## src/rtl/multicycle_control.sv

```systemverilog
// multicycle_control: Moore control FSM for the multicycle MIPS datapath.
// Sequences instruction fetch, decode, memory access, ALU steering and
// register writeback. Memory is shared between fetch and data access, and
// mem_ready stalls FETCH, MEM_RD and MEM_WR until the access completes.
//
// Ports:
//   clk, reset        : clock (posedge) and synchronous active-high reset
//   opcode[5:0]       : IR[31:26], sampled in DECODE and MEM_ADDR only
//   mem_ready         : memory access completes this cycle
//   pc_write          : unconditional PC load (FETCH gated by mem_ready, JUMP)
//   pc_write_cond     : PC load if ALU zero (BRANCH)
//   i_or_d            : memory address select, 0 = PC, 1 = ALUOut
//   mem_read/mem_write: memory requests, held until mem_ready
//   ir_write          : instruction register enable (FETCH, gated by mem_ready)
//   mem_to_reg        : writeback select, 1 = MDR, 0 = ALUOut
//   reg_dst           : destination select, 1 = rd, 0 = rt
//   reg_write         : register file write enable
//   alu_src_a         : ALU A select, 0 = PC, 1 = A
//   alu_src_b[1:0]    : ALU B select, 00 = B, 01 = 4, 10 = sext imm, 11 = sext imm<<2
//   alu_op[1:0]       : 00 = add, 01 = sub, 10 = funct, 11 = add (ADDI)
//   pc_source[1:0]    : 00 = ALU, 01 = ALUOut, 10 = jump target
//   illegal_op        : one-cycle pulse after DECODE sees an undefined opcode
//   state             : current state, for debug
//
// Optional build macro MC_PERF_CNT_EN adds cycle_count[31:0] and
// instr_count[31:0] performance counters.
module multicycle_control #(
  parameter int unsigned STATE_W  = 4,
  parameter logic [5:0]  OP_RTYPE = 6'b000000,
  parameter logic [5:0]  OP_LW    = 6'b100011,
  parameter logic [5:0]  OP_SW    = 6'b101011,
  parameter logic [5:0]  OP_BEQ   = 6'b000100,
  parameter logic [5:0]  OP_J     = 6'b000010,
  parameter logic [5:0]  OP_ADDI  = 6'b001000
) (
  input  logic               clk,
  input  logic               reset,
  input  logic [5:0]         opcode,
  input  logic               mem_ready,
  output logic               pc_write,
  output logic               pc_write_cond,
  output logic               i_or_d,
  output logic               mem_read,
  output logic               mem_write,
  output logic               ir_write,
  output logic               mem_to_reg,
  output logic               reg_dst,
  output logic               reg_write,
  output logic               alu_src_a,
  output logic [1:0]         alu_src_b,
  output logic [1:0]         alu_op,
  output logic [1:0]         pc_source,
  output logic               illegal_op,
`ifdef MC_PERF_CNT_EN
  output logic [31:0]        cycle_count,
  output logic [31:0]        instr_count,
`endif
  output logic [STATE_W-1:0] state
);

  typedef enum logic [STATE_W-1:0] {
    FETCH    = STATE_W'(0),
    DECODE   = STATE_W'(1),
    MEM_ADDR = STATE_W'(2),
    MEM_RD   = STATE_W'(3),
    MEM_WB   = STATE_W'(4),
    MEM_WR   = STATE_W'(5),
    R_EXEC   = STATE_W'(6),
    R_WB     = STATE_W'(7),
    BRANCH   = STATE_W'(8),
    JUMP     = STATE_W'(9),
    I_EXEC   = STATE_W'(10),
    I_WB     = STATE_W'(11)
  } state_t;

  // fetch_gate marks FETCH, where ir_write and pc_write follow mem_ready.
  typedef struct packed {
    logic       fetch_gate;
    logic       pc_write;
    logic       pc_write_cond;
    logic       i_or_d;
    logic       mem_read;
    logic       mem_write;
    logic       mem_to_reg;
    logic       reg_dst;
    logic       reg_write;
    logic       alu_src_a;
    logic [1:0] alu_src_b;
    logic [1:0] alu_op;
    logic [1:0] pc_source;
  } ctrl_t;

  state_t state_q;
  state_t next_state;
  ctrl_t  ctrl_q;
  logic   op_illegal;

  function automatic ctrl_t decode_ctrl(input state_t s);
    ctrl_t c;
    c = '0;
    case (s)
      FETCH: begin
        c.fetch_gate = 1'b1;
        c.mem_read   = 1'b1;
        c.alu_src_b  = 2'b01;
      end
      DECODE: c.alu_src_b = 2'b11;
      MEM_ADDR: begin
        c.alu_src_a = 1'b1;
        c.alu_src_b = 2'b10;
      end
      MEM_RD: begin
        c.mem_read = 1'b1;
        c.i_or_d   = 1'b1;
      end
      MEM_WB: begin
        c.reg_write  = 1'b1;
        c.mem_to_reg = 1'b1;
      end
      MEM_WR: begin
        c.mem_write = 1'b1;
        c.i_or_d    = 1'b1;
      end
      R_EXEC: begin
        c.alu_src_a = 1'b1;
        c.alu_op    = 2'b10;
      end
      R_WB: begin
        c.reg_write = 1'b1;
        c.reg_dst   = 1'b1;
      end
      BRANCH: begin
        c.alu_src_a     = 1'b1;
        c.alu_op        = 2'b01;
        c.pc_write_cond = 1'b1;
        c.pc_source     = 2'b01;
      end
      JUMP: begin
        c.pc_write  = 1'b1;
        c.pc_source = 2'b10;
      end
      I_EXEC: begin
        c.alu_src_a = 1'b1;
        c.alu_src_b = 2'b10;
        c.alu_op    = 2'b11;
      end
      I_WB: c.reg_write = 1'b1;
      default: c = '0;
    endcase
    return c;
  endfunction

  always_comb begin
    next_state = FETCH;
    op_illegal = 1'b0;
    case (state_q)
      FETCH:    next_state = mem_ready ? DECODE : FETCH;
      DECODE: begin
        case (opcode)
          OP_LW, OP_SW: next_state = MEM_ADDR;
          OP_RTYPE:     next_state = R_EXEC;
          OP_BEQ:       next_state = BRANCH;
          OP_J:         next_state = JUMP;
          OP_ADDI:      next_state = I_EXEC;
          default: begin
            next_state = FETCH;
            op_illegal = 1'b1;
          end
        endcase
      end
      MEM_ADDR: next_state = (opcode == OP_SW) ? MEM_WR : MEM_RD;
      MEM_RD:   next_state = mem_ready ? MEM_WB : MEM_RD;
      MEM_WB:   next_state = FETCH;
      MEM_WR:   next_state = mem_ready ? FETCH : MEM_WR;
      R_EXEC:   next_state = R_WB;
      R_WB:     next_state = FETCH;
      BRANCH:   next_state = FETCH;
      JUMP:     next_state = FETCH;
      I_EXEC:   next_state = I_WB;
      I_WB:     next_state = FETCH;
      default:  next_state = FETCH;
    endcase
  end

  // Control word is registered from the next state, so ctrl_q always equals
  // decode_ctrl(state_q): Moore outputs without a decode path after the flops.
  always_ff @(posedge clk) begin
    if (reset) begin
      state_q    <= FETCH;
      ctrl_q     <= decode_ctrl(FETCH);
      illegal_op <= 1'b0;
    end else begin
      state_q    <= next_state;
      ctrl_q     <= decode_ctrl(next_state);
      illegal_op <= op_illegal;
    end
  end

  // Write/request strobes are killed combinationally while reset is high so
  // an abandoned instruction cannot write anything.
  assign pc_write      = ~reset & (ctrl_q.pc_write | (ctrl_q.fetch_gate & mem_ready));
  assign ir_write      = ~reset & ctrl_q.fetch_gate & mem_ready;
  assign pc_write_cond = ~reset & ctrl_q.pc_write_cond;
  assign mem_read      = ~reset & ctrl_q.mem_read;
  assign mem_write     = ~reset & ctrl_q.mem_write;
  assign reg_write     = ~reset & ctrl_q.reg_write;
  assign i_or_d        = ctrl_q.i_or_d;
  assign mem_to_reg    = ctrl_q.mem_to_reg;
  assign reg_dst       = ctrl_q.reg_dst;
  assign alu_src_a     = ctrl_q.alu_src_a;
  assign alu_src_b     = ctrl_q.alu_src_b;
  assign alu_op        = ctrl_q.alu_op;
  assign pc_source     = ctrl_q.pc_source;
  assign state         = state_q;

`ifdef MC_PERF_CNT_EN
  // An instruction retires when the FSM re-enters FETCH from any state other
  // than FETCH itself or DECODE (the latter is the illegal-opcode path).
  logic instr_done;
  assign instr_done = (next_state == FETCH) && (state_q != FETCH) && (state_q != DECODE);

  always_ff @(posedge clk) begin
    if (reset) begin
      cycle_count <= '0;
      instr_count <= '0;
    end else begin
      cycle_count <= cycle_count + 32'd1;
      if (instr_done) instr_count <= instr_count + 32'd1;
    end
  end
`endif

endmodule

```

## config.mk

```make
export PLATFORM = sky130hd
export DESIGN_NAME = multicycle_control
export DESIGN_NICKNAME = d
export VERILOG_FILES = /design/src/rtl/multicycle_control.sv
export SDC_FILE = /design/constraint.sdc
export NUM_CORES = 1
export LEC_CHECK = 0
export ABC_AREA = 0
export BUFFER_PORTS_ARGS = -buffer_cell sky130_fd_sc_hd__buf_4
export CORE_MARGIN = 3
export CORE_UTILIZATION = 25
export CTS_BUF_LIST = sky130_fd_sc_hd__clkbuf_16
export DETAILED_ROUTE_END_ITERATION = 8
export PLACE_DENSITY = 0.5
export SYNTH_ARGS = -nofsm -noshare
export SYNTH_HDL_FRONTEND = slang
export SYNTH_SLANG_ARGS = --single-unit
```

## constraint.sdc

```tcl
create_clock -name clk -period 4.8 [get_ports clk]
set_input_delay 0.48 -clock clk [delete_from_list [all_inputs] [get_ports clk]]
set_output_delay 0.48 -clock clk [all_outputs]
set_load 0.03 [all_outputs]
```

==> impl_table.tex, run 1 <==
\begin{tabular}{lr}
\hline
Metric & Value \\
\hline
\multicolumn{2}{l}{\textbf{Outcome}} \\
Status & complete, no violations \\
\multicolumn{2}{l}{\textbf{Cells and area}} \\
Antenna cell count & 0 \\
Fraction of layout instances using a drive strength above 1 & 34.6\% \\
Register ranked first by flip-flop count & ctrl\_q \\
Most frequent standard cell in the layout excluding fill and tap cells & sky130\_fd\_sc\_hd\_\_buf\_4 \\
Most frequent cells in the layout & 29 x sky130\_fd\_sc\_hd\_\_buf\_4, 20 x sky130\_fd\_sc\_hd\_\_dfxtp\_1, 9 x sky130\_fd\_sc\_hd\_\_nor2\_1, 7 x sky130\_fd\_sc\_hd\_\_nand2\_1 \\
Post-route non-filler standard cell count & 183 \\
Nets & 143 \\
Max reg flops & 6 \\
Final Core Density & 33.7\% \\
Signed area change from the synthesized netlist to the final layout & 27.0\% \\
\multicolumn{2}{l}{\textbf{Global routing}} \\
Maximum number of pins on one net before global-route repair & 15 \\
Wire length of the first global-routing pass & 3820 um \\
Initial antenna violation count & 0 \\
Final global-route overflow total & 0 \\
Global routing usage summed across all routing layers & 9.53\% \\
Number of global-route vias before repair & 813 \\
\multicolumn{2}{l}{\textbf{Critical path}} \\
Critical path cell sequence & nor4b\_1 > a41oi\_1 > o21ai\_2 > nand2b\_2 > o22ai\_1 \\
Crit-path leading delay family & simple AND/OR/NAND/NOR gates \\
Critical Path Source Type & flop \\
Setup crit end kind & flop \\
Max incr delay on CP & 0.57 ns \\
Path type of the worst setup path & flop to flop \\
Required time at the worst-slack endpoint & 4.91 ns \\
CP arrival & 2.20 ns \\
Top fanout value on the critical path & 14 \\
Combined buffer and inverter count along the critical path & 0 \\
Worst path slowest cell & sky130\_fd\_sc\_hd\_\_nor4b\_1 \\
\multicolumn{2}{l}{\textbf{Die}} \\
Area of the die & 0.00516 mm\^{}2 \\
Core region area & 0.00409 mm\^{}2 \\
Starting utilization of the core area & 26.5\% \\
Number of top-level design ports & 30 \\
Floorplan die width & 71.8 um \\
Std cell rows & 23 \\
Height of the chip & 71.8 um \\
\multicolumn{2}{l}{\textbf{Route}} \\
1st-pass router iterations & 4 \\
ANT nets after route & 0 \\
Vias post-DR & 867 \\
Routed wire length & 2360 um \\
Wirelength per Cell & 12.9 um \\
Vias per cell & 4.74 \\
DRT iter0 DRCs & 45 \\
DR DRC count & 0 \\
\multicolumn{2}{l}{\textbf{Yosys}} \\
Number of warning messages in the yosys log & 0 \\
Post-Synthesis Cells & 112 \\
Number of enable flip-flop cells after synthesis & 0 \\
Fraction of registers with async set or reset after synthesis & 0\% \\
Post-synth net total & 121 \\
Synthesized cell area & 0.00108 mm\^{}2 \\
Count of unique library cells instantiated by Yosys & 52 \\
Synthesized area divided by synthesized cell count & 9.67 um\^{}2 \\
Number of synthesized register bits & 20 \\
Seq/Total Area, Yosys & 37.0\% \\
Most used flip-flop cell after synthesis & sky130\_fd\_sc\_hd\_\_dfxtp\_1 \\
\multicolumn{2}{l}{\textbf{Timing}} \\
Final max-slew violation count & 0 \\
Setup repair after global routing missed its margin & false \\
Final Hold Fails & 0 \\
WHS & 0.480 ns \\
Portion of the clock cycle consumed by the worst path in the final layout & 43.6\% \\
Clock period minus worst slack & 2.09 ns \\
Final TNS setup & 0 ns \\
Slew HR & 49.9\% \\
Max frequency & 478 MHz \\
Total of endpoints with negative setup slack in the final report & 0 \\
Actual transition at the worst max-transition pin & 0.745 ns \\
Clock tree skew after final layout & 0.00262 ns \\
\multicolumn{2}{l}{\textbf{Power and ir drop}} \\
Maximum vdd drop & 109 uV \\
Pwr Total & 446 uW \\
Standby leakage power & 0.000583 uW \\
Total power density per cell area & 324 mW/mm\^{}2 \\
\multicolumn{2}{l}{\textbf{Clock network}} \\
Root buf cell & sky130\_fd\_sc\_hd\_\_clkbuf\_16 \\
\# hold bufs at CTS & 0 \\
Maximum clock insertion buffer count & 2 \\
CTS H-Tree Depth & 1 \\
Number of clock sinks & 20 \\
Post-CTS Setup Inserts & 0 \\
CTS tree & built \\
Clk pin slew, worst setup/hold paths & 0.06 ns \\
Clock buffer count from CTS & 3 \\
Clock insertion delay at the later pin of the skew report & 0.25 ns \\
Number of gates resized after CTS & 0 \\
\multicolumn{2}{l}{\textbf{Hold path}} \\
Class of the most critical hold timing path & input pin to flop \\
\multicolumn{2}{l}{\textbf{Placement}} \\
Final weighted congestion in routability-driven placement & 0.817 \\
IO buf count & 29 \\
Detailed-placement wirelength estimate & 1810 um \\
Number of cells after detailed placement & 179 \\
\multicolumn{2}{l}{\textbf{Run}} \\
Number of violations of the max-capacitance limit & 0 \\
\hline
\end{tabular}
synth_stat cells (2+ instances only):
master | n | area, um^2
sky130_fd_sc_hd__nor2b_1 | 4 | 25.0
sky130_fd_sc_hd__nor3_1 | 4 | 20.0
sky130_fd_sc_hd__nand3b_1 | 2 | 15.0
sky130_fd_sc_hd__nor4b_2 | 2 | 30.0
sky130_fd_sc_hd__and2_1 | 2 | 12.5
sky130_fd_sc_hd__buf_4 | 6 | 45.0
sky130_fd_sc_hd__o21ai_2 | 2 | 17.5
sky130_fd_sc_hd__buf_2 | 2 | 10.0
sky130_fd_sc_hd__o22ai_1 | 2 | 12.5
sky130_fd_sc_hd__inv_1 | 3 | 11.3
sky130_fd_sc_hd__dfxtp_1 | 20 | 400
sky130_fd_sc_hd__o211a_1 | 2 | 20.0
sky130_fd_sc_hd__or3_1 | 2 | 12.5
sky130_fd_sc_hd__nor3b_1 | 3 | 22.5
sky130_fd_sc_hd__nand2_1 | 7 | 26.3
sky130_fd_sc_hd__and3_1 | 3 | 18.8
sky130_fd_sc_hd__nor2_1 | 9 | 33.8
sky130_fd_sc_hd__buf_6 | 3 | 33.8
stage by stage:
stage	cell area, um^2	worst slack [ns]
after floorplan	1080	2.79
after global placement	1270	2.66
after detailed placement	1270	2.65
after CTS	1380	2.66
after global routing	1380	2.53
final	1380	2.71
worst reg2reg max path, delay by kind of cell (launching register included):
family	cells	cell delay, ns
compound gates	3	0.56
simple gates	2	0.84
flops	1	0.55
logic make-up (layout without fill, tap and decap cells):
kind of cell	count (synthesis)	after routing	share of synthesized area, %
AO/OA/AOI/OAI	20	20	16.9
XOR/XNOR	2	2	1.62
buffers and inverters	15	36	9.58
flip-flops	20	20	37.0
multiplexers	1	1	0.924
AND/OR/NAND/NOR	54	54	34.1
where the power goes:
| part | internal (uW) | leakage [uW] | switching [uW] | total, uW |
|---|---|---|---|---|
| registers | 170 | 0.000162 | 3.08 | 173 |
| logic | 19.3 | 0.000370 | 29.0 | 48.3 |
| clock network | 165 | 0.0000511 | 59.3 | 225 |
| total | 354 | 0.000583 | 91.4 | 446 |
final timing paths:
path / depth (start not counted) / end / from / slack [ns]
hold / removal: 2 / state[1]$_SDFF_PP0_ / reset / 0.48
hold reg to reg: 3 / illegal_op$_SDFF_PP0_ / state[0]$_SDFF_PP0_ / 0.82
setup / recovery: 5 / ctrl_q[7]$_SDFF_PP0_ / state[0]$_SDFF_PP0_ / 2.71
setup reg to reg: 5 / ctrl_q[7]$_SDFF_PP0_ / state[0]$_SDFF_PP0_ / 2.71
metal layers:
| metal | part of all wire [%] | track usage, % |
|---|---|---|
| met1 | 45 | 11.4 |
| met2 | 49 | 15.9 |
| met3 | 6.6 | 2.81 |
| met4 | 0 | 3.76 |
| met5 | 0 | 0 |
final cells by class:
class / instances / area, um^2
Clock buffer: 3 / 75.1
Clock inverter: 1 / 30.0
Fill cell: 422 / 2710
Inverter: 3 / 11.3
Multi-Input combinational cell: 77 / 579
Sequential cell: 20 / 400
Tap cell: 50 / 62.6
Timing Repair Buffer: 29 / 218
No activity file was read; power rests on OpenSTA's default activity.
==> run 2, diff against run 1 <==
--- a/config.mk
+++ b/config.mk
@@ -5,13 +5,13 @@
 export SDC_FILE = /design/constraint.sdc
 export NUM_CORES = 1
 export LEC_CHECK = 0
-export ABC_AREA = 0
+export ABC_AREA = 1
 export BUFFER_PORTS_ARGS = -buffer_cell sky130_fd_sc_hd__buf_4
 export CORE_MARGIN = 3
 export CORE_UTILIZATION = 25
 export CTS_BUF_LIST = sky130_fd_sc_hd__clkbuf_16
 export DETAILED_ROUTE_END_ITERATION = 8
-export PLACE_DENSITY = 0.5
+export PLACE_DENSITY = 0.52
 export SYNTH_ARGS = -nofsm -noshare
 export SYNTH_HDL_FRONTEND = slang
 export SYNTH_SLANG_ARGS = --single-unit
==> constraint.sdc (replaced) <==
create_clock -name clk -period 1.9 [get_ports clk]
set_input_delay 0.19 -clock clk [delete_from_list [all_inputs] [get_ports clk]]
set_output_delay 0.19 -clock clk [all_outputs]
set_load 0.03 [all_outputs]
==> impl_table.tex, run 2 <==
\begin{tabular}{lr}
\hline
Metric & Value \\
\hline
\multicolumn{2}{l}{\textbf{Route}} \\
Vias post-DR & 903 (was 867) \\
Routed wire length & 2200 um (was 2360 um) \\
1st-pass router iterations & 4 (unchanged) \\
DRT iter0 DRCs & 32 (was 45) \\
Wirelength per Cell & 9.63 um (was 12.9 um) \\
ANT nets after route & 0 (unchanged) \\
DR DRC count & 0 (unchanged) \\
Vias per cell & 3.96 (was 4.74) \\
\multicolumn{2}{l}{\textbf{Timing}} \\
Clock period minus worst slack & 1.43 ns (was 2.09 ns) \\
Portion of the clock cycle consumed by the worst path in the final layout & 75.4\% (was 43.6\%) \\
Max frequency & 698 MHz (was 478 MHz) \\
Final TNS setup & 0 ns (unchanged) \\
Final max-slew violation count & 0 (unchanged) \\
Final Hold Fails & 0 (unchanged) \\
Slew HR & 76.4\% (was 49.9\%) \\
Clock tree skew after final layout & 0.00688 ns (was 0.00262 ns) \\
Total of endpoints with negative setup slack in the final report & 0 (unchanged) \\
Setup repair after global routing missed its margin & false (unchanged) \\
Actual transition at the worst max-transition pin & 0.354 ns (was 0.745 ns) \\
\multicolumn{2}{l}{\textbf{Hold path}} \\
Class of the most critical hold timing path & input pin to flop (unchanged) \\
Hold-critical path endpoint & state[0]\$\_SDFF\_PP0\_ (was state[1]\$\_SDFF\_PP0\_) \\
Cell count of the worst hold path & 2 (unchanged) \\
Startpoint of the worst hold path & reset (unchanged) \\
\multicolumn{2}{l}{\textbf{Power and ir drop}} \\
Maximum vdd drop & 448 uV (was 109 uV) \\
Proportion of power drawn by flip-flops and latches & 38.7\% (was 38.8\%) \\
Cell-internal power & 888 uW (was 354 uW) \\
Switching Fraction & 20.6\% (was 20.5\%) \\
Sw Pwr & 231 uW (was 91.4 uW) \\
Standby leakage power & 0.000764 uW (was 0.000583 uW) \\
Pwr Total & 1120 uW (was 446 uW) \\
Total power density per cell area & 815 mW/mm\^{}2 (was 324 mW/mm\^{}2) \\
Part of the power in the clock network & 50.8\% (was 50.4\%) \\
Share of total power in combinational logic & 10.4\% (was 10.8\%) \\
\multicolumn{2}{l}{\textbf{Critical path}} \\
Setup crit end kind & flop (unchanged) \\
Crit-path leading delay family & simple AND/OR/NAND/NOR gates (unchanged) \\
Critical path cell sequence & nor2\_2 > nand2\_2 > inv\_1 > nand2\_1 > nand2\_1 > nand2\_1 > nand2\_1 > nor2\_1 (was nor4b\_1 > a41oi\_1 > o21ai\_2 > nand2b\_2 > o22ai\_1) \\
Worst path slowest cell & sky130\_fd\_sc\_hd\_\_dfxtp\_1 (was sky130\_fd\_sc\_hd\_\_nor4b\_1) \\
Reg2reg end & alu\_src\_b[0]\$\_SDFF\_PP1\_ (was ctrl\_q[7]\$\_SDFF\_PP0\_) \\
Path type of the worst setup path & flop to flop (unchanged) \\
Cell repeated most along the worst path & sky130\_fd\_sc\_hd\_\_nand2\_1 \\
Minimum setup slack among reg-to-reg paths & 0.47 ns (was 2.71 ns) \\
Top fanout value on the critical path & 5 (was 14) \\
Worst reg2reg startpoint & state[2]\$\_SDFF\_PP0\_ (was state[0]\$\_SDFF\_PP0\_) \\
Required time at the worst-slack endpoint & 2.05 ns (was 4.91 ns) \\
CP arrival & 1.58 ns (was 2.20 ns) \\
R2R depth & 8 (was 5) \\
Combined buffer and inverter count along the critical path & 1 (was 0) \\
Max incr delay on CP & 0.35 ns (was 0.57 ns) \\
Critical Path Source Type & flop (unchanged) \\
\multicolumn{2}{l}{\textbf{Yosys}} \\
Number of synthesized register bits & 20 (unchanged) \\
Top post-synthesis cells by count & 31 x sky130\_fd\_sc\_hd\_\_nor2\_1, 30 x sky130\_fd\_sc\_hd\_\_nand2\_1, 22 x sky130\_fd\_sc\_hd\_\_inv\_1 (was 20 x sky130\_fd\_sc\_hd\_\_dfxtp\_1, 9 x sky130\_fd\_sc\_hd\_\_nor2\_1, 7 x sky130\_fd\_sc\_hd\_\_nand2\_1) \\
Synthesized cell area & 0.00105 mm\^{}2 (was 0.00108 mm\^{}2) \\
Synth top area cells & sky130\_fd\_sc\_hd\_\_dfxtp\_1 38\%, sky130\_fd\_sc\_hd\_\_nor2\_1 11\%, sky130\_fd\_sc\_hd\_\_nand2\_1 11\%, sky130\_fd\_sc\_hd\_\_inv\_1 7.9\%, sky130\_fd\_sc\_hd\_\_nor2\_4 5.4\% (was sky130\_fd\_sc\_hd\_\_dfxtp\_1 37\%, sky130\_fd\_sc\_hd\_\_buf\_4 4.2\%, sky130\_fd\_sc\_hd\_\_nor2\_1 3.1\%, sky130\_fd\_sc\_hd\_\_buf\_6 3.1\%, sky130\_fd\_sc\_hd\_\_nor4b\_2 2.8\%) \\
Most used flip-flop cell after synthesis & sky130\_fd\_sc\_hd\_\_dfxtp\_1 (unchanged) \\
Post-Synthesis Cells & 155 (was 112) \\
Leading area contributor after synthesis & sky130\_fd\_sc\_hd\_\_dfxtp\_1 (unchanged) \\
Count of unique library cells instantiated by Yosys & 19 (was 52) \\
Number of warning messages in the yosys log & 0 (unchanged) \\
Share of Yosys cell area claimed by the top area cell type & 38.1\% (was 37.0\%) \\
Most used standard cell by instance count after synthesis & sky130\_fd\_sc\_hd\_\_nor2\_1 (was sky130\_fd\_sc\_hd\_\_dfxtp\_1) \\
Post-synth net total & 164 (was 121) \\
Seq/Total Area, Yosys & 38.1\% (was 37.0\%) \\
Fraction of registers with async set or reset after synthesis & 0\% (unchanged) \\
Synthesized area divided by synthesized cell count & 6.78 um\^{}2 (was 9.67 um\^{}2) \\
Number of enable flip-flop cells after synthesis & 0 (unchanged) \\
\multicolumn{2}{l}{\textbf{Clock network}} \\
Number of clock sinks & 20 (unchanged) \\
CTS H-Tree Depth & 1 (unchanged) \\
Maximum clock insertion buffer count & 2 (unchanged) \\
Clk pin slew, worst setup/hold paths & 0.06 ns (about the same) \\
Clock buffer count from CTS & 3 (unchanged) \\
\# hold bufs at CTS & 0 (unchanged) \\
CTS tree & built (unchanged) \\
Number of gates resized after CTS & 0 (unchanged) \\
Post-CTS Setup Inserts & 0 (unchanged) \\
Clock insertion delay at the later pin of the skew report & 0.25 ns (about the same) \\
Root buf cell & sky130\_fd\_sc\_hd\_\_clkbuf\_16 (unchanged) \\
\multicolumn{2}{l}{\textbf{Die}} \\
Std cell rows & 22 (was 23) \\
Number of top-level design ports & 30 (unchanged) \\
Area of the die & 0.00502 mm\^{}2 (was 0.00516 mm\^{}2) \\
Core region area & 0.00385 mm\^{}2 (was 0.00409 mm\^{}2) \\
Starting utilization of the core area & 27.3\% (was 26.5\%) \\
Floorplan die width & 70.8 um (was 71.8 um) \\
Height of the chip & 70.8 um (was 71.8 um) \\
\multicolumn{2}{l}{\textbf{Placement}} \\
Detailed-placement wirelength estimate & 1790 um (was 1810 um) \\
IO buf count & 29 (unchanged) \\
Final weighted congestion in routability-driven placement & 0.849 (was 0.817) \\
\multicolumn{2}{l}{\textbf{Global routing}} \\
Final global-route overflow total & 0 (unchanged) \\
Wire length of the first global-routing pass & 3710 um (was 3820 um) \\
Global routing usage summed across all routing layers & 9.25\% (was 9.53\%) \\
Initial antenna violation count & 0 (unchanged) \\
Maximum number of pins on one net before global-route repair & 13 (was 15) \\
Number of global-route vias before repair & 814 (was 813) \\
\multicolumn{2}{l}{\textbf{Cells and area}} \\
Most frequent standard cell in the layout excluding fill and tap cells & sky130\_fd\_sc\_hd\_\_nor2\_1 (was sky130\_fd\_sc\_hd\_\_buf\_4) \\
Fraction of layout instances using a drive strength above 1 & 32.2\% (was 34.6\%) \\
Signed area change from the synthesized netlist to the final layout & 30.7\% (was 27.0\%) \\
Final Core Density & 35.6\% (was 33.7\%) \\
Max reg flops & 6 (unchanged) \\
Nets & 190 (was 143) \\
Register ranked first by flip-flop count & ctrl\_q (unchanged) \\
Antenna cell count & 0 (unchanged) \\
Most frequent cells in the layout & 31 x sky130\_fd\_sc\_hd\_\_nor2\_1, 30 x sky130\_fd\_sc\_hd\_\_nand2\_1, 29 x sky130\_fd\_sc\_hd\_\_buf\_4, 22 x sky130\_fd\_sc\_hd\_\_inv\_1, 20 x sky130\_fd\_sc\_hd\_\_dfxtp\_1 (was 29 x sky130\_fd\_sc\_hd\_\_buf\_4, 20 x sky130\_fd\_sc\_hd\_\_dfxtp\_1, 9 x sky130\_fd\_sc\_hd\_\_nor2\_1, 7 x sky130\_fd\_sc\_hd\_\_nand2\_1) \\
\multicolumn{2}{l}{\textbf{Outcome}} \\
Status & complete, no violations (unchanged) \\
\multicolumn{2}{l}{\textbf{Run}} \\
Number of violations of the max-capacitance limit & 0 (unchanged) \\
\hline
\end{tabular}
-- run 2: cell count changes after synthesis, moves of 4 or more --
cell / change
sky130_fd_sc_hd__nor2_4: +5
sky130_fd_sc_hd__nor2b_1: -4
sky130_fd_sc_hd__nor2_1: +22
sky130_fd_sc_hd__inv_1: +19
sky130_fd_sc_hd__nand2_2: +6
sky130_fd_sc_hd__nor2_2: +4
sky130_fd_sc_hd__nand2_1: +23
sky130_fd_sc_hd__inv_2: +6
sky130_fd_sc_hd__nand3_1: +10
-- run 2: how the worst max path moves through the flow --
stage,to,cells after the start,slack [ns],from
after floorplan,ctrl_q[11]$_SDFF_PP1_,9,0.48,state[0]$_SDFF_PP0_
after global placement,alu_src_b[0]$_SDFF_PP1_,8,0.44,state[2]$_SDFF_PP0_
final,alu_src_b[0]$_SDFF_PP1_,8,0.47,state[2]$_SDFF_PP0_
after global routing,alu_src_b[0]$_SDFF_PP1_,8,0.33,state[2]$_SDFF_PP0_
after detailed placement,alu_src_b[0]$_SDFF_PP1_,8,0.48,state[2]$_SDFF_PP0_
after CTS,alu_src_b[0]$_SDFF_PP1_,8,0.46,state[2]$_SDFF_PP0_
-- run 2: area by class of cell --
cell class | instances | area, um^2
multi-input cells | 99 | 485
repair buffers | 29 | 218
flip-flops and latches | 20 | 400
clock inverters | 1 | 30.0
fillers | 449 | 2480
clock buffers | 3 | 75.1
inverters | 28 | 105
well taps | 48 | 60.1
-- run 2: through the flow --
| step | worst slack (ns) | hold slack [ns] | instances | cell area (um^2) |
|---|---|---|---|---|
| finish | 0.468 | 0.210 | 228 | 1370 |
| global route | 0.329 | 0.236 | 228 | 1370 |
| CTS | 0.462 | 0.218 | 228 | 1370 |
| detailed placement | 0.477 | 0.488 | 224 | 1270 |
| global placement | 0.439 | 0.492 | 224 | 1270 |
| floorplan | 0.475 | 0.382 | 155 | 1050 |
-- run 2: kinds of logic after synthesis --
kind of cell / count (synthesis) / synth area share (%)
flip-flops: 20 / 38.1
buffers and inverters: 36 / 15.7
AND/OR/NAND/NOR: 95 / 44.3
AO/OA/AOI/OAI: 4 / 1.90
-- run 2: power groups by stage --
stage	Sequential, uW	Combinational [uW]	Clock, uW
4_1_cts	433	118	581
2_1_floorplan	448	72.6	0
6_report	433	117	569
3_5_place_dp	442	118	0
5_1_grt	434	130	601
3_3_place_gp	442	119	0
-- run 2: worst reg2reg max path, cell delays in order, from the launching register on --
cell and delay [ns]:
sky130_fd_sc_hd__dfxtp_1 0.35, sky130_fd_sc_hd__nor2_2 0.24, sky130_fd_sc_hd__nand2_2 0.12, sky130_fd_sc_hd__inv_1 0.12, sky130_fd_sc_hd__nand2_1 0.07, sky130_fd_sc_hd__nand2_1 0.15, sky130_fd_sc_hd__nand2_1 0.14, sky130_fd_sc_hd__nand2_1 0.10
sky130_fd_sc_hd__nor2_1 0.04
-- run 2: metal layers --
layer / wire [um] / vias up / track usage, %
met2: 923 / 22 / 13.3
li1: - / 504 / -
met1: 1080 / 373 / 12.9
met3: 161 / 4 / 3.13
met4: 34 / 0 / 3.13
met5: 0 / - / 0
==> run 3, diff against run 2 <==
--- a/config.mk
+++ b/config.mk
@@ -11,7 +11,7 @@
 export CORE_UTILIZATION = 25
 export CTS_BUF_LIST = sky130_fd_sc_hd__clkbuf_16
 export DETAILED_ROUTE_END_ITERATION = 8
-export PLACE_DENSITY = 0.52
+export PLACE_DENSITY = 0.5
 export SYNTH_ARGS = -nofsm -noshare
 export SYNTH_HDL_FRONTEND = slang
 export SYNTH_SLANG_ARGS = --single-unit
==> constraint.sdc (replaced) <==
create_clock -name clk -period 1.5 [get_ports clk]
set_input_delay 0.15 -clock clk [delete_from_list [all_inputs] [get_ports clk]]
set_output_delay 0.15 -clock clk [all_outputs]
set_load 0.03 [all_outputs]
==> impl_table.tex, run 3 (same netlist as run 2, synthesis figures left out) <==
\begin{tabular}{lr}
\hline
Metric & Value \\
\hline
\multicolumn{2}{l}{\textbf{Critical path}} \\
Worst reg2reg startpoint & state[1]\$\_SDFF\_PP0\_ (was state[2]\$\_SDFF\_PP0\_) \\
R2R depth & 9 (was 8) \\
CP arrival & 1.47 ns (was 1.58 ns) \\
Required time at the worst-slack endpoint & 1.62 ns (was 2.05 ns) \\
Path type of the worst setup path & flop to flop (unchanged) \\
Setup crit end kind & flop (unchanged) \\
Top fanout value on the critical path & 5 (unchanged) \\
Minimum setup slack among reg-to-reg paths & 0.16 ns (was 0.47 ns) \\
Cell repeated most along the worst path & sky130\_fd\_sc\_hd\_\_nand2\_1 (unchanged) \\
Critical Path Source Type & flop (unchanged) \\
Max incr delay on CP & 0.43 ns (was 0.35 ns) \\
Worst path slowest cell & sky130\_fd\_sc\_hd\_\_dfxtp\_1 (unchanged) \\
Reg2reg end & ctrl\_q[11]\$\_SDFF\_PP1\_ (was alu\_src\_b[0]\$\_SDFF\_PP1\_) \\
Critical path cell sequence & inv\_2 > nor2\_4 > nand2\_2 > nand2\_1 > nor2\_1 > nand2\_1 > nor2\_2 > nand2\_1 > nand3\_1 (was nor2\_2 > nand2\_2 > inv\_1 > nand2\_1 > nand2\_1 > nand2\_1 > nand2\_1 > nor2\_1) \\
\multicolumn{2}{l}{\textbf{Timing}} \\
Clock period minus worst slack & 1.34 ns (was 1.43 ns) \\
Actual transition at the worst max-transition pin & 0.359 ns (was 0.354 ns) \\
Clock tree skew after final layout & 0.00477 ns (was 0.00688 ns) \\
Final TNS setup & 0 ns (unchanged) \\
Final max-slew violation count & 0 (unchanged) \\
Final Hold Fails & 0 (unchanged) \\
Portion of the clock cycle consumed by the worst path in the final layout & 89.5\% (was 75.4\%) \\
Total of endpoints with negative setup slack in the final report & 0 (unchanged) \\
Slew HR & 76.1\% (was 76.4\%) \\
Max frequency & 745 MHz (was 698 MHz) \\
\multicolumn{2}{l}{\textbf{Clock network}} \\
\# hold bufs at CTS & 0 (unchanged) \\
Clock insertion delay at the later pin of the skew report & 0.25 ns (about the same) \\
Clk pin slew, worst setup/hold paths & 0.06 ns (about the same) \\
CTS H-Tree Depth & 1 (unchanged) \\
Maximum clock insertion buffer count & 2 (unchanged) \\
Clock buffer count from CTS & 3 (unchanged) \\
Root buf cell & sky130\_fd\_sc\_hd\_\_clkbuf\_16 (unchanged) \\
Number of clock sinks & 20 (unchanged) \\
CTS tree & built (unchanged) \\
\multicolumn{2}{l}{\textbf{Route}} \\
Wirelength per Cell & 10.2 um (was 9.63 um) \\
DRT iter0 DRCs & 24 (was 32) \\
Vias post-DR & 931 (was 903) \\
Vias per cell & 4.07 (was 3.96) \\
DR DRC count & 0 (unchanged) \\
Routed wire length & 2340 um (was 2200 um) \\
1st-pass router iterations & 4 (unchanged) \\
ANT nets after route & 0 (unchanged) \\
\multicolumn{2}{l}{\textbf{Placement}} \\
IO buf count & 29 (unchanged) \\
Detailed-placement wirelength estimate & 1800 um (was 1790 um) \\
Area after DPL & 0.00127 mm\^{}2 (unchanged) \\
Final weighted congestion in routability-driven placement & 0.812 (was 0.849) \\
\multicolumn{2}{l}{\textbf{Hold path}} \\
Hold-critical path endpoint & state[0]\$\_SDFF\_PP0\_ (unchanged) \\
Cell count of the worst hold path & 2 (unchanged) \\
Class of the most critical hold timing path & input pin to flop (unchanged) \\
Startpoint of the worst hold path & reset (unchanged) \\
\multicolumn{2}{l}{\textbf{Global routing}} \\
Number of global-route vias before repair & 895 (was 814) \\
Initial antenna violation count & 0 (unchanged) \\
Global routing usage summed across all routing layers & 9.99\% (was 9.25\%) \\
Final global-route overflow total & 0 (unchanged) \\
Maximum number of pins on one net before global-route repair & 13 (unchanged) \\
Wire length of the first global-routing pass & 3970 um (was 3710 um) \\
\multicolumn{2}{l}{\textbf{Die}} \\
Starting utilization of the core area & 27.3\% (unchanged) \\
Area of the die & 0.00502 mm\^{}2 (unchanged) \\
Core region area & 0.00385 mm\^{}2 (unchanged) \\
Number of top-level design ports & 30 (unchanged) \\
Std cell rows & 22 (unchanged) \\
Floorplan die width & 70.8 um (unchanged) \\
Height of the chip & 70.8 um (unchanged) \\
\multicolumn{2}{l}{\textbf{Cells and area}} \\
Most frequent standard cell in the layout excluding fill and tap cells & sky130\_fd\_sc\_hd\_\_nor2\_1 (unchanged) \\
Antenna cell count & 0 (unchanged) \\
Nets & 191 (was 190) \\
Max reg flops & 6 (unchanged) \\
Finished Cell Area & 0.00139 mm\^{}2 (was 0.00137 mm\^{}2) \\
Register ranked first by flip-flop count & ctrl\_q (unchanged) \\
Signed area change from the synthesized netlist to the final layout & 32.1\% (was 30.7\%) \\
Fraction of layout instances using a drive strength above 1 & 33.7\% (was 32.2\%) \\
Most frequent cells in the layout & 31 x sky130\_fd\_sc\_hd\_\_nor2\_1, 30 x sky130\_fd\_sc\_hd\_\_nand2\_1, 30 x sky130\_fd\_sc\_hd\_\_buf\_4, 22 x sky130\_fd\_sc\_hd\_\_inv\_1, 18 x sky130\_fd\_sc\_hd\_\_dfxtp\_1 (was 31 x sky130\_fd\_sc\_hd\_\_nor2\_1, 30 x sky130\_fd\_sc\_hd\_\_nand2\_1, 29 x sky130\_fd\_sc\_hd\_\_buf\_4, 22 x sky130\_fd\_sc\_hd\_\_inv\_1, 20 x sky130\_fd\_sc\_hd\_\_dfxtp\_1) \\
\multicolumn{2}{l}{\textbf{Power and ir drop}} \\
Total power density per cell area & 1030 mW/mm\^{}2 (was 815 mW/mm\^{}2) \\
Maximum vdd drop & 619 uV (was 448 uV) \\
Standby leakage power & 0.000772 uW (was 0.000764 uW) \\
\multicolumn{2}{l}{\textbf{Run}} \\
Number of violations of the max-capacitance limit & 0 (unchanged) \\
\multicolumn{2}{l}{\textbf{Outcome}} \\
Status & complete, no violations (unchanged) \\
\hline
\end{tabular}
[run 3: cell count changes in the layout (fill, tap and decap cells not counted), sizes merged]
| cell | before | now |
|---|---|---|
| buf | 29 | 30 |
[run 3: how the worst max path moves through the flow]
stage                         from                 endpoint  cells past startpoint
4_1_cts        state[2]$_SDFF_PP0_  alu_src_b[0]$_SDFF_PP1_                      8
2_1_floorplan  state[0]$_SDFF_PP0_    ctrl_q[11]$_SDFF_PP1_                      9
3_3_place_gp   state[2]$_SDFF_PP0_  alu_src_b[0]$_SDFF_PP1_                      8
3_5_place_dp   state[2]$_SDFF_PP0_  alu_src_b[0]$_SDFF_PP1_                      8
5_1_grt        state[1]$_SDFF_PP0_    ctrl_q[11]$_SDFF_PP1_                      9
6_report       state[1]$_SDFF_PP0_    ctrl_q[11]$_SDFF_PP1_                      9
[run 3: layout make-up]
class,count,area (um^2)
clock buffers,3,75.1
clock inverters,1,30.0
fillers,449,2460
inverters,28,105
multi-input cells,99,490
flip-flops and latches,20,403
well taps,48,60.1
repair buffers,30,225
[run 3: report_power, final]
part	leakage [uW]	internal (uW)	switching, uW
Clock	0.0000511	529	193
Combinational	0.000558	55.9	96.6
Sequential	0.000163	543	6.52
Total	0.000772	1130	296
[run 3: through the flow]
step	setup WS [ns]	cells	hold WS (ns)	power, uW	util (%)
5_1_grt	-0.0296	229	0.186	1490	36.0
4_1_cts	0.0575	228	0.188	1450	35.6
6_report	0.158	229	0.168	1420	36.0
3_5_place_dp	0.0753	224	0.459	711	32.9
2_1_floorplan	0.0755	155	0.342	660	-
3_3_place_gp	0.0135	224	0.456	712	32.9
[run 3: layer usage]
metal  track usage (%)  routed length, um  vias to the layer above  share of wire, %
met5                 0                  0                        -                 0
li1                  -                  -                      511                 -
met4              2.51                 12                        0              0.51
met1              13.6               1140                      393                49
met3              3.69                150                        2               6.4
met2              14.9               1040                       25                44
[run 3: what timing repair did]
| action | CTS | global route |
|---|---|---|
| endpoints found under the setup margin | 0 | 8 |
| buffers inserted | 0 | 1 |
| endpoints found under the hold margin | 0 | 0 |
| gates resized for setup | 0 | 3 |
[run 3: critical path, delay by kind of cell, from the launching register on]
family	cells	cell delay, ns
simple gates	8	0.71
flops	1	0.43
buf+inv	1	0.08
